File: config.mk
export PLATFORM = sky130hd
export DESIGN_NAME = spi_master
export DESIGN_NICKNAME = d
export VERILOG_FILES = /design/src/rtl/spi_pkg.sv /design/src/rtl/spi_master_shifter.sv /design/src/rtl/spi_master.sv
export SDC_FILE = /design/constraint.sdc
export NUM_CORES = 1
export LEC_CHECK = 0
export CORE_MARGIN = 1.5
export CORE_UTILIZATION = 45
export CTS_CLUSTER_DIAMETER = 40
export DETAILED_ROUTE_END_ITERATION = 8
export HOLD_SLACK_MARGIN = 0.06
export PLACE_DENSITY = 0.75
export SLEW_MARGIN = 20
export SYNTH_ARGS = -nofsm -noshare
export SYNTH_HDL_FRONTEND = slang
export SYNTH_HIERARCHICAL = 1
export SYNTH_SLANG_ARGS = --single-unit
File: constraint.sdc
create_clock -name clk -period 7.4 [get_ports clk]
set_input_delay 1.48 -clock clk [delete_from_list [all_inputs] [get_ports clk]]
set_output_delay 1.48 -clock clk [all_outputs]
set_load 0.01 [all_outputs]
File: src/rtl/spi_pkg.sv
// Shared SPI definitions: opcodes, frame widths and the FSM state encoding.
// The slave reuses the state encoding to decode waveforms.
package spi_pkg;

  localparam int FRAME_W = 10;
  localparam int RD_W    = 8;
  localparam int CNT_W   = 4;

  localparam logic [1:0] OP_WR_ADDR = 2'b00;
  localparam logic [1:0] OP_WR_DATA = 2'b01;
  localparam logic [1:0] OP_RD_ADDR = 2'b10;
  localparam logic [1:0] OP_RD_DATA = 2'b11;

  typedef enum logic [2:0] {
    ST_IDLE   = 3'd0,
    ST_SELECT = 3'd1,
    ST_CMD    = 3'd2,
    ST_SHIFT  = 3'd3,
    ST_TURN   = 3'd4,
    ST_RECV   = 3'd5,
    ST_END    = 3'd6
  } spi_state_e;

  function automatic logic op_is_rd_data(input logic [1:0] op);
    return op == OP_RD_DATA;
  endfunction

endpackage

File: src/rtl/spi_master_shifter.sv
// TX parallel-load shifter (MSB out first) and RX serial-in shifter.
// Enables are decoded by the spi_master FSM.
module spi_master_shifter
  import spi_pkg::*;
(
  input  logic               clk,
  input  logic               rst_n,
  input  logic               load_en,
  input  logic [FRAME_W-1:0] load_data,
  input  logic               shift_en,
  input  logic               capture_en,
  input  logic               miso,
  output logic               tx_msb,
  output logic [RD_W-1:0]    rx_data
);

  logic [FRAME_W-1:0] tx_q, tx_d;
  logic [RD_W-1:0]    rx_q, rx_d;

  always_comb begin
    tx_d = tx_q;
    rx_d = rx_q;
    if (load_en) begin
      tx_d = load_data;
    end else if (shift_en) begin
      tx_d = {tx_q[FRAME_W-2:0], 1'b0};
    end
    if (capture_en) begin
      rx_d = {rx_q[RD_W-2:0], miso};
    end
  end

  always_ff @(posedge clk) begin
    if (!rst_n) begin
      tx_q <= '0;
      rx_q <= '0;
    end else begin
      tx_q <= tx_d;
      rx_q <= rx_d;
    end
  end

  assign tx_msb  = tx_q[FRAME_W-1];
  assign rx_data = rx_q;

endmodule

File: src/rtl/spi_master.sv
// SPI master for the 10-bit-frame slave; optional sticky overrun flag
// enabled by defining SPI_MASTER_OVERRUN_EN.
module spi_master
  import spi_pkg::*;
#(
  parameter int unsigned TURNAROUND = 2
) (
  input  logic               clk,
  input  logic               rst_n,
  input  logic               start,
  input  logic [FRAME_W-1:0] cmd_data,
  input  logic               MISO,
  output logic               SS_n,
  output logic               MOSI,
  output logic               busy,
  output logic               done,
  output logic [RD_W-1:0]    rd_data,
  output logic               rd_valid,
  output logic               overrun
);

  if (TURNAROUND < 1 || TURNAROUND > 15) begin : g_bad_turn
    $error("TURNAROUND must be 1..15");
  end

  localparam logic [CNT_W-1:0] SHIFT_LAST = CNT_W'(FRAME_W - 1);
  localparam logic [CNT_W-1:0] TURN_LAST  = CNT_W'(TURNAROUND - 1);
  localparam logic [CNT_W-1:0] RECV_LAST  = CNT_W'(RD_W - 1);

  spi_state_e         state_q, state_d;
  logic [CNT_W-1:0]   cnt_q, cnt_d;
  logic               rd_q, rd_d;
  logic               ss_n_q, ss_n_d;
  logic               mosi_q, mosi_d;
  logic               busy_q, busy_d;
  logic               done_q, done_d;
  logic               rd_valid_q, rd_valid_d;
  logic [RD_W-1:0]    rd_data_q, rd_data_d;

  logic               load_en;
  logic               shift_en;
  logic               capture_en;
  logic               tx_msb;
  logic [RD_W-1:0]    rx_data;

  spi_master_shifter u_shifter (
    .clk        (clk),
    .rst_n      (rst_n),
    .load_en    (load_en),
    .load_data  (cmd_data),
    .shift_en   (shift_en),
    .capture_en (capture_en),
    .miso       (MISO),
    .tx_msb     (tx_msb),
    .rx_data    (rx_data)
  );

  always_comb begin
    state_d = state_q;
    cnt_d   = cnt_q;
    rd_d    = rd_q;
    load_en = 1'b0;
    unique case (state_q)
      ST_IDLE: begin
        if (start) begin
          state_d = ST_SELECT;
          load_en = 1'b1;
          rd_d    = op_is_rd_data(cmd_data[9:8]);
        end
      end
      ST_SELECT: state_d = ST_CMD;
      ST_CMD: begin
        state_d = ST_SHIFT;
        cnt_d   = '0;
      end
      ST_SHIFT: begin
        if (cnt_q == SHIFT_LAST) begin
          cnt_d   = '0;
          state_d = rd_q ? ST_TURN : ST_END;
        end else begin
          cnt_d = cnt_q + 1'b1;
        end
      end
      ST_TURN: begin
        if (cnt_q == TURN_LAST) begin
          cnt_d   = '0;
          state_d = ST_RECV;
        end else begin
          cnt_d = cnt_q + 1'b1;
        end
      end
      ST_RECV: begin
        if (cnt_q == RECV_LAST) begin
          state_d = ST_END;
        end else begin
          cnt_d = cnt_q + 1'b1;
        end
      end
      ST_END:  state_d = ST_IDLE;
      default: state_d = ST_IDLE;
    endcase
  end

  // Outputs are decoded from the next state so they change on the
  // same edge as the state register.
  always_comb begin
    shift_en   = state_d == ST_SHIFT;
    capture_en = state_d == ST_RECV;
    ss_n_d     = (state_d == ST_IDLE) || (state_d == ST_END);
    mosi_d     = 1'b0;
    if ((state_d == ST_CMD) || (state_d == ST_SHIFT)) begin
      mosi_d = tx_msb;
    end
    busy_d     = state_d != ST_IDLE;
    done_d     = state_d == ST_END;
    rd_valid_d = (state_d == ST_END) && rd_q;
    rd_data_d  = rd_valid_d ? rx_data : rd_data_q;
  end

  always_ff @(posedge clk) begin
    if (!rst_n) begin
      state_q    <= ST_IDLE;
      cnt_q      <= '0;
      rd_q       <= 1'b0;
      ss_n_q     <= 1'b1;
      mosi_q     <= 1'b0;
      busy_q     <= 1'b0;
      done_q     <= 1'b0;
      rd_valid_q <= 1'b0;
      rd_data_q  <= '0;
    end else begin
      state_q    <= state_d;
      cnt_q      <= cnt_d;
      rd_q       <= rd_d;
      ss_n_q     <= ss_n_d;
      mosi_q     <= mosi_d;
      busy_q     <= busy_d;
      done_q     <= done_d;
      rd_valid_q <= rd_valid_d;
      rd_data_q  <= rd_data_d;
    end
  end

`ifdef SPI_MASTER_OVERRUN_EN
  logic overrun_q, overrun_d;

  always_comb begin
    overrun_d = overrun_q | (start && (state_q != ST_IDLE));
  end

  always_ff @(posedge clk) begin
    if (!rst_n) begin
      overrun_q <= 1'b0;
    end else begin
      overrun_q <= overrun_d;
    end
  end

  assign overrun = overrun_q;
`else
  assign overrun = 1'b0;
`endif

  assign SS_n     = ss_n_q;
  assign MOSI     = mosi_q;
  assign busy     = busy_q;
  assign done     = done_q;
  assign rd_valid = rd_valid_q;
  assign rd_data  = rd_data_q;

endmodule

======== Word level (Yosys, flattened, before mapping) ========
Index checks and enable logic that the tools add are counted.
word-level totals
  input bits .............................. 14
  flip-flop bits (word level) ............. 39
  ROM bits ................................ 0
  output and inout bits ................... 14
  memory bits (writable) .................. 0
  memories ................................ 0
  latch bits .............................. 0
  word-level logic and storage cells ...... 51
operators by class
  div/mod/pow operators ................... 0
  $add $sub $neg .......................... 1
  eq/ne operators ......................... 14
  mux-type cells .......................... 14
  bitwise operators ....................... 0
  reductions and logical operators ........ 11
  shift operators ......................... 0
  $lt $le $gt $ge ......................... 0
  multiply operators ...................... 0
operators by type and width
  cell                                                 count
  two-way mux 10 bit                                   2
  one-hot mux 3 bit (6 select lines)                   1
  one-hot mux 4 bit (4 select lines)                   1
  equality test 3 x 2 -> 1 bit, second input constant  4
  equality test 3 bit, second input constant           4
  two-way mux 3 bit                                    4
  two-way mux 4 bit                                    3
  logical NOT 3 bit                                    2
  AND reduction 2 bit                                  3
  adder 4 x 1 -> 4 bit, second input constant          1
  equality test 4 x 1 -> 1 bit, second input constant  1
  equality test 4 x 3 -> 1 bit, second input constant  1
  equality test 4 bit, second input constant           1
  nonzero test 4 bit                                   1
  equality test 3 x 1 -> 1 bit, second input constant  1
  nonzero test 3 bit                                   1
  equality test 2 bit, second input constant           1
  logical OR 1 bit                                     2
  two-way mux 1 bit                                    2
  two-way mux 2 bit                                    1
  inequality test 2 bit, second input constant         1
  nonzero test 2 bit                                   1
  logical AND 1 bit                                    1

======== Logic depth before layout (Yosys ltp) ========
Gate-level depths: netlist (run 1).
  word-level depth ........................ 6
  depth in mapped cells ................... 10
  depth with buffers taken out ............ 9

======== Cells and area by module ========
The synthesis (run 1) kept the hierarchy.
modules (own cells, without submodules)
  module              times used  cells each  area each (µm²)
  spi_master          1           110         1,044.8
  spi_master_shifter  1           69          789.5

======== Least setup slack after synthesis (run 1) ========
OpenSTA, ideal clock, no wires.
  path type ............................... input to register
  start point ............................. input start
  end point ............................... register u_shifter.tx_q[1]
  arrival ................................. 2.977 ns
  setup slack ............................. 4.307 ns
  required time ........................... 7.284 ns
  library setup time ...................... 0.116 ns
  stages on the path ...................... 6
  cells stage by stage .................... nor4b_2 -> nor4_4 -> nor4_1 -> buf_6 -> mux2_2 -> o211a_1
on the way
  word-level cells in the longest chain between the ends .. 4
  elaborated cells on any way between the ends .. 7
  those cells by class .................... 1 x eq/ne; 5 x mux; 1 x reduce/logical
ends and longest elaborated chain
  element                              RTL line                  source
  start, declared                      spi_master.sv:10          input logic start,
  two-way mux 3 bit                    spi_master.sv:65          if (start) begin
  one-hot mux 3 bit (6 select lines)   spi_master.sv:63          unique case (state_q)
  equality test 3 x 2 -> 1 bit         spi_master.sv:107         shift_en = state_d == ST_SHIFT;
  net shift_en                         spi_master.sv:41          logic shift_en;
  nonzero test 2 bit (no source line)  --
  end signal, assigned                 spi_master_shifter.sv:38  tx_q <= tx_d;
  end, declared                        spi_master_shifter.sv:17  logic [FRAME_W-1:0] tx_q, tx_d;
The timed path passes the listed nets, and every way through them passes these cells.
A chain may end at the register's enable or synchronous reset.

======== Final worst setup path (run 1) ========
  start point ............................. input start
  end point ............................... register u_shifter.tx_q[2]
on the way
  elaborated cells on any way between the ends .. 7
  those cells by class .................... 1 x eq/ne; 5 x mux; 1 x reduce/logical
RTL lines
  element                                                   RTL line          source
  two-way mux 1 bit *                                       spi_master.sv:65
  two-way mux 1 bit *                                       spi_master.sv:63
  net load_en                                               spi_master.sv:40  logic load_en;
  two-way mux 10 bit or nonzero test 2 bit (tied branches)  --
Mark *: on every way through the listed nets, which the timed path passes. The rest lies on a longest branch.

==> flow_summary.json, run 1 <==
{
  "status": "finished clean",
  "endpoint_kind": "flop",
  "place_ws_ns": 2.92,
  "grt_max_degree": 43,
  "path_class": "in -> reg",
  "hold_buffers": 0,
  "ys_seq_area_frac": 0.426,
  "vdd_drop_max_mv": 0.115,
  "final_cell_count_no_fill": 257,
  "clock_path_buffers": 2,
  "crit_arrival_ns": 3.76,
  "hpwl_um": 2320,
  "antenna_found_initial": 0,
  "diodes": 0,
  "syn_to_final_growth_pct": 23.7,
  "avgViaCountPerCell": 5.22,
  "rrSetupSlack_ns": 4.48,
  "cts_made_buffers": 5,
  "ys_async_sr_fraction": 0,
  "nets": 224,
  "placed_cells": 248,
  "final-hold-violation-count": 0,
  "max_cap_viol_count": 0,
  "clk_pin_slew_ns": 0.07,
  "finalSetupTns_ns": 0,
  "clock_tree.root_cell": "clkbuf_8",
  "place.port_buffers": 26,
  "synth_seq_cells": 39,
  "drtPass1Iterations": 5,
  "grt.total_usage": 0.163,
  "row_count": 23,
  "syn_area_um2": 1830,
  "via_count": 1342,
  "layout-drive-gt1-share": 0.140,
  "gp_congestion": 0.743,
  "wirelength_um": 3340,
  "synth-main-ff-cell": "dfxtp_1",
  "synth_cell_types": 44,
  "syn_area_per_cell_um2": 10.2,
  "die_height_um": 66.8,
  "maxSlewHeadroom": 0.522,
  "synth.area.top_cells": "dfxtp_1 (43%), mux2i_1 (8.7%), mux2_2 (5.5%)",
  "post_cts_buffers": 0,
  "fp.dieW_um": 66.8,
  "synthCells": 179,
  "yosysWarnings": 6,
  "fin_ws_ns": 3.82,
  "skew_ns": 0.00828,
  "overflow": 0,
  "rsz0062_at_grt": "false",
  "initial_core_util": 0.462,
  "cts_resized": 0,
  "wl_per_cell_um": 13.0,
  "nFillCells": 355,
  "die_area_um2": 4470,
  "clkSinkCount": 39,
  "required_ns": 7.58,
  "timing.final.crit_share": 0.483,
  "coreArea_um2": 3970,
  "hp-class": "reg -> reg",
  "drt_iter0_drc": 84,
  "worst_slew_pin_slew_ns": 0.716,
  "pwr_density_cell_nw_per_um2": 205,
  "syn_nets": 197,
  "drt.antenna.violating_nets": 0,
  "grt_first_pass_wirelength_um": 5410,
  "final.min_clock_period_ns": 3.58,
  "setup_viol": 0,
  "synth_top_area_share": 0.426,
  "synth_edf_count": 0,
  "htreeDepth": 2,
  "route.detailed.drc": 0,
  "ios": 28,
  "synth_top_area_cell": "dfxtp_1",
  "max_freq_mhz": 280,
  "grt_pass1_vias": 1205,
  "p_leak_nw": 0.877,
  "start_kind": "input port",
  "cp_max_fo": 8,
  "cts_tree": "built",
  "clock_latency_ns": 0.29,
  "drv_slew": 0
}
-- Yosys cell counts (3+ instances only) --
cell	number
nand2_1	19
inv_1	5
mux2_2	9
ha_1	4
and2_1	3
mux2i_1	16
nor2b_1	11
o21ai_1	3
nand2b_1	11
dfxtp_1	39
buf_2	4
nor2_1	3
o211a_1	9
nand3b_1	3
-- logic make-up after synthesis --
logic type	after synthesis	synth area share
adders and majority gates	4	0.0273
AOI/OAI and AO/OA	26	0.116
and+or+nand+nor	68	0.238
other	1	0.00204
DFF	39	0.426
muxes	25	0.143
xor gates and xnor gates	1	0.00478
buffers and inverters	15	0.0437
-- flip-flops by register name (all words and copies together) (netlist names) --
register           flops
u_shifter/tx_q        10
rd_data                8
u_shifter/rx_data      8
cnt_q                  4
state_q                3
MOSI                   1
SS_n                   1
busy                   1
done                   1
rd_q                   1
rd_valid               1
-- power by group --
group	internal (mW)	switching, mW
Combinational	0.0333	0.0257
Sequential	0.219	0.00657
Clock	0.109	0.0703
-- worst max-delay path, cell delays in order --
cell and delay (ns):
clkdlybuf4s50_1 0.45, nor4b_4 0.41, nor4_4 0.15, nor4_1 0.44, buf_4 0.26, mux2_2 0.35
o211a_1 0.21
-- cell type report --
class / instances / area (µm²) / share of cell area
flip-flops and latches: 39 / 781 / 0.344
multi-input cells: 125 / 997 / 0.439
clock inverters: 2 / 35.0 / 0.0154
repair buffers: 29 / 289 / 0.127
well taps: 50 / 62.6 / 0.0276
clock buffers: 6 / 82.6 / 0.0364
inverters: 6 / 22.5 / 0.00992
-- layout by cell type, fill, tap and decap left out, types with 2 or more instances in the layout --
cell              n
a21boi_1          2
ha_1              4
nor4_4            2
mux2i_1          16
and2_1            3
nand2b_1         11
o21ai_0           2
clkdlybuf4s50_1  26
nor2_1            3
nor2b_1          11
nand2_1          19
buf_4             2
o21ai_1           3
dfxtp_1          39
mux2_2            9
inv_1             5
and3b_1           2
clkbuf_8          7
o211a_1           9
nand3_1           2
a31oi_1           2
or3b_1            2
nand3b_1          3
nor3b_1           2
-- layer usage --
| metal | track usage | routed length (µm) | share of wire | vias up |
|---|---|---|---|---|
| met5 | 0 | 0 | 0 | - |
| met4 | 0.0842 | 63 | 0.019 | 0 |
| met3 | 0.0321 | 87 | 0.026 | 6 |
| met2 | 0.269 | 1670 | 0.50 | 21 |
| met1 | 0.201 | 1520 | 0.45 | 635 |
| li1 | - | - | - | 680 |
-- metrics by stage --
stage                      util  power (mW)  instance area [µm²]  hold slack, ns
after global routing      0.572       0.483                 2270           0.481
after detailed placement  0.536       0.287                 2130           0.450
after floorplan               -       0.269                 1830           0.437
after CTS                 0.566       0.467                 2250           0.464
after global placement    0.536       0.286                 2130           0.448
final                     0.572       0.464                 2270           0.460
-- final timing paths --
check | to | from | cells after the start
setup / recovery | u_shifter/tx_q[2] | start | 7
hold / removal | rd_data[0] | rd_data[0] | 2
hold reg to reg | rd_data[0] | rd_data[0] | 2
setup reg to reg | u_shifter/tx_q[2] | state_q[1] | 8
(Power assumes the default switching activity.)
==> run 2: changes to the inputs <==
PLACE_DENSITY = 0.78   (was 0.75)
clock period = 3.2 ns   (was 7.4 ns; I/O delays follow)
==> flow_summary.json, run 2 (synthesized netlist as in run 1, its figures left out) <==
{
  "hpwl_um": 2210,
  "die_area_um2": 4470,
  "timing.final.crit_share": 0.825,
  "hp-class": "reg -> reg",
  "max_freq_mhz": 379,
  "r2r_end": "u_shifter/tx_q[4]",
  "initial_core_util": 0.462,
  "rrSetupSlack_ns": 0.56,
  "clkSinkCount": 39,
  "vdd_drop_max_mv": 0.258,
  "coreArea_um2": 3970,
  "r2r_cells": 8,
  "clk_pin_slew_ns": 0.08,
  "wl_per_cell_um": 12.0,
  "cts_made_buffers": 5,
  "finalSetupTns_ns": 0,
  "worst_slew_pin_slew_ns": 0.534,
  "hold_buffers": 0,
  "cp_max_fo": 10,
  "row_count": 23,
  "layout-drive-gt1-share": 0.148,
  "top_register": "u_shifter/tx_q",
  "cts_resized": 0,
  "slowest_stage": "dfxtp_1",
  "nets": 227,
  "r2r_start": "state_q[2]",
  "place.port_buffers": 26,
  "hp-start": "rd_data[0]",
  "htreeDepth": 2,
  "cts_tree": "built",
  "setup_viol": 0,
  "final-hold-violation-count": 0,
  "p_leak_nw": 0.869,
  "gp_congestion": 0.761,
  "ios": 28,
  "grt.total_usage": 0.157,
  "status": "finished clean",
  "final_util": 0.565,
  "start_kind": "flop",
  "rsz0062_at_grt": "false",
  "via_count": 1343,
  "worstPathCellList": "nand3b_1 -> nor3_1 -> a311o_2 -> inv_2 -> nor4_1 -> buf_4 -> mux2_2 -> o211a_1",
  "min_path_cells": 2,
  "syn_to_final_growth_pct": 22.4,
  "hold_end": "rd_data[0]",
  "drt.antenna.violating_nets": 0,
  "maxSlewHeadroom": 0.641,
  "path_class": "reg -> reg",
  "skew_ns": 0.0164,
  "clock_path_buffers": 2,
  "endpoint_kind": "flop",
  "grt_max_degree": 33,
  "post_dp_cell_area_um2": 2160,
  "largest_reg_flops": 10,
  "drv_slew": 0,
  "grt_first_pass_wirelength_um": 5280,
  "clock_latency_ns": 0.30,
  "avgViaCountPerCell": 5.17,
  "layout.cells.most_common": "dfxtp_1",
  "drtPass1Iterations": 4,
  "route.detailed.drc": 0,
  "crit_path_max_incr_delay_ns": 0.52,
  "stdcell_area_um2": 2240,
  "antenna_found_initial": 0,
  "fp.dieW_um": 66.8,
  "required_ns": 3.39,
  "die_height_um": 66.8,
  "max_cap_viol_count": 0,
  "wirelength_um": 3110,
  "grt_pass1_vias": 1199,
  "final_cell_mix": "dfxtp_1 (39), clkdlybuf4s50_1 (26), nand2_1 (19)",
  "hold_ws_ns": 0.457,
  "overflow": 0,
  "drt_iter0_drc": 70,
  "pwr_density_cell_nw_per_um2": 436,
  "crit_arrival_ns": 2.83,
  "diodes": 0,
  "post_cts_buffers": 0,
  "total_power_mw": 0.978,
  "final.min_clock_period_ns": 2.64,
  "clock_tree.root_cell": "clkbuf_8"
}
run 2: cell count changes in the layout (fill, tap and decap cells not counted):
cell	change
nor4_4	-1
clkbuf_1	+1
buf_4	+4
bufinv_16	-1
clkbuf_8	-2
nor4_2	+1
clkinvlp_4	+1
run 2: worst max-delay path: cells and delay by family, from the launching register on:
family | cells | cell delay (ns)
muxes | 1 | 0.35
DFF | 1 | 0.52
AOI/OAI and AO/OA | 2 | 0.47
and+or+nand+nor | 3 | 0.90
buffers and inverters | 2 | 0.28
run 2: power breakdown:
group | switching [mW] | internal, mW | total [mW]
Combinational | 0.0559 | 0.0775 | 0.133
Sequential | 0.0145 | 0.507 | 0.522
Clock | 0.171 | 0.152 | 0.323
Total | 0.241 | 0.737 | 0.978
run 2: layout make-up:
type / count / area, µm²
Fill cell: 369 / 1730
Inverter: 6 / 22.5
Clock inverter: 2 / 12.5
Timing Repair Buffer: 32 / 305
Clock buffer: 6 / 72.6
Tap cell: 50 / 62.6
Sequential cell: 39 / 781
Multi-Input combinational cell: 125 / 988
run 2: per-layer routing:
metal	routed length, µm	GRT usage	share of wire
met5	0	0	0
met4	55	0.0689	0.018
met3	104	0.0490	0.033
met2	1480	0.254	0.48
met1	1470	0.190	0.47
run 2: worst max path at each step:
stage	to	slack, ns	from
floorplan	u_shifter/tx_q[1]	0.79	cnt_q[1]
global placement	u_shifter/tx_q[3]	0.62	start
detailed placement	u_shifter/tx_q[4]	0.59	start
CTS	u_shifter/tx_q[9]	0.58	cnt_q[0]
finish	u_shifter/tx_q[4]	0.56	state_q[2]
global route	u_shifter/tx_q[9]	0.37	cnt_q[0]
run 2: through the flow:
| step | instances | setup WS, ns |
|---|---|---|
| final | 260 | 0.560 |
| after global routing | 260 | 0.370 |
| after CTS | 260 | 0.579 |
| after detailed placement | 252 | 0.594 |
| after global placement | 252 | 0.620 |
| after floorplan | 179 | 0.786 |
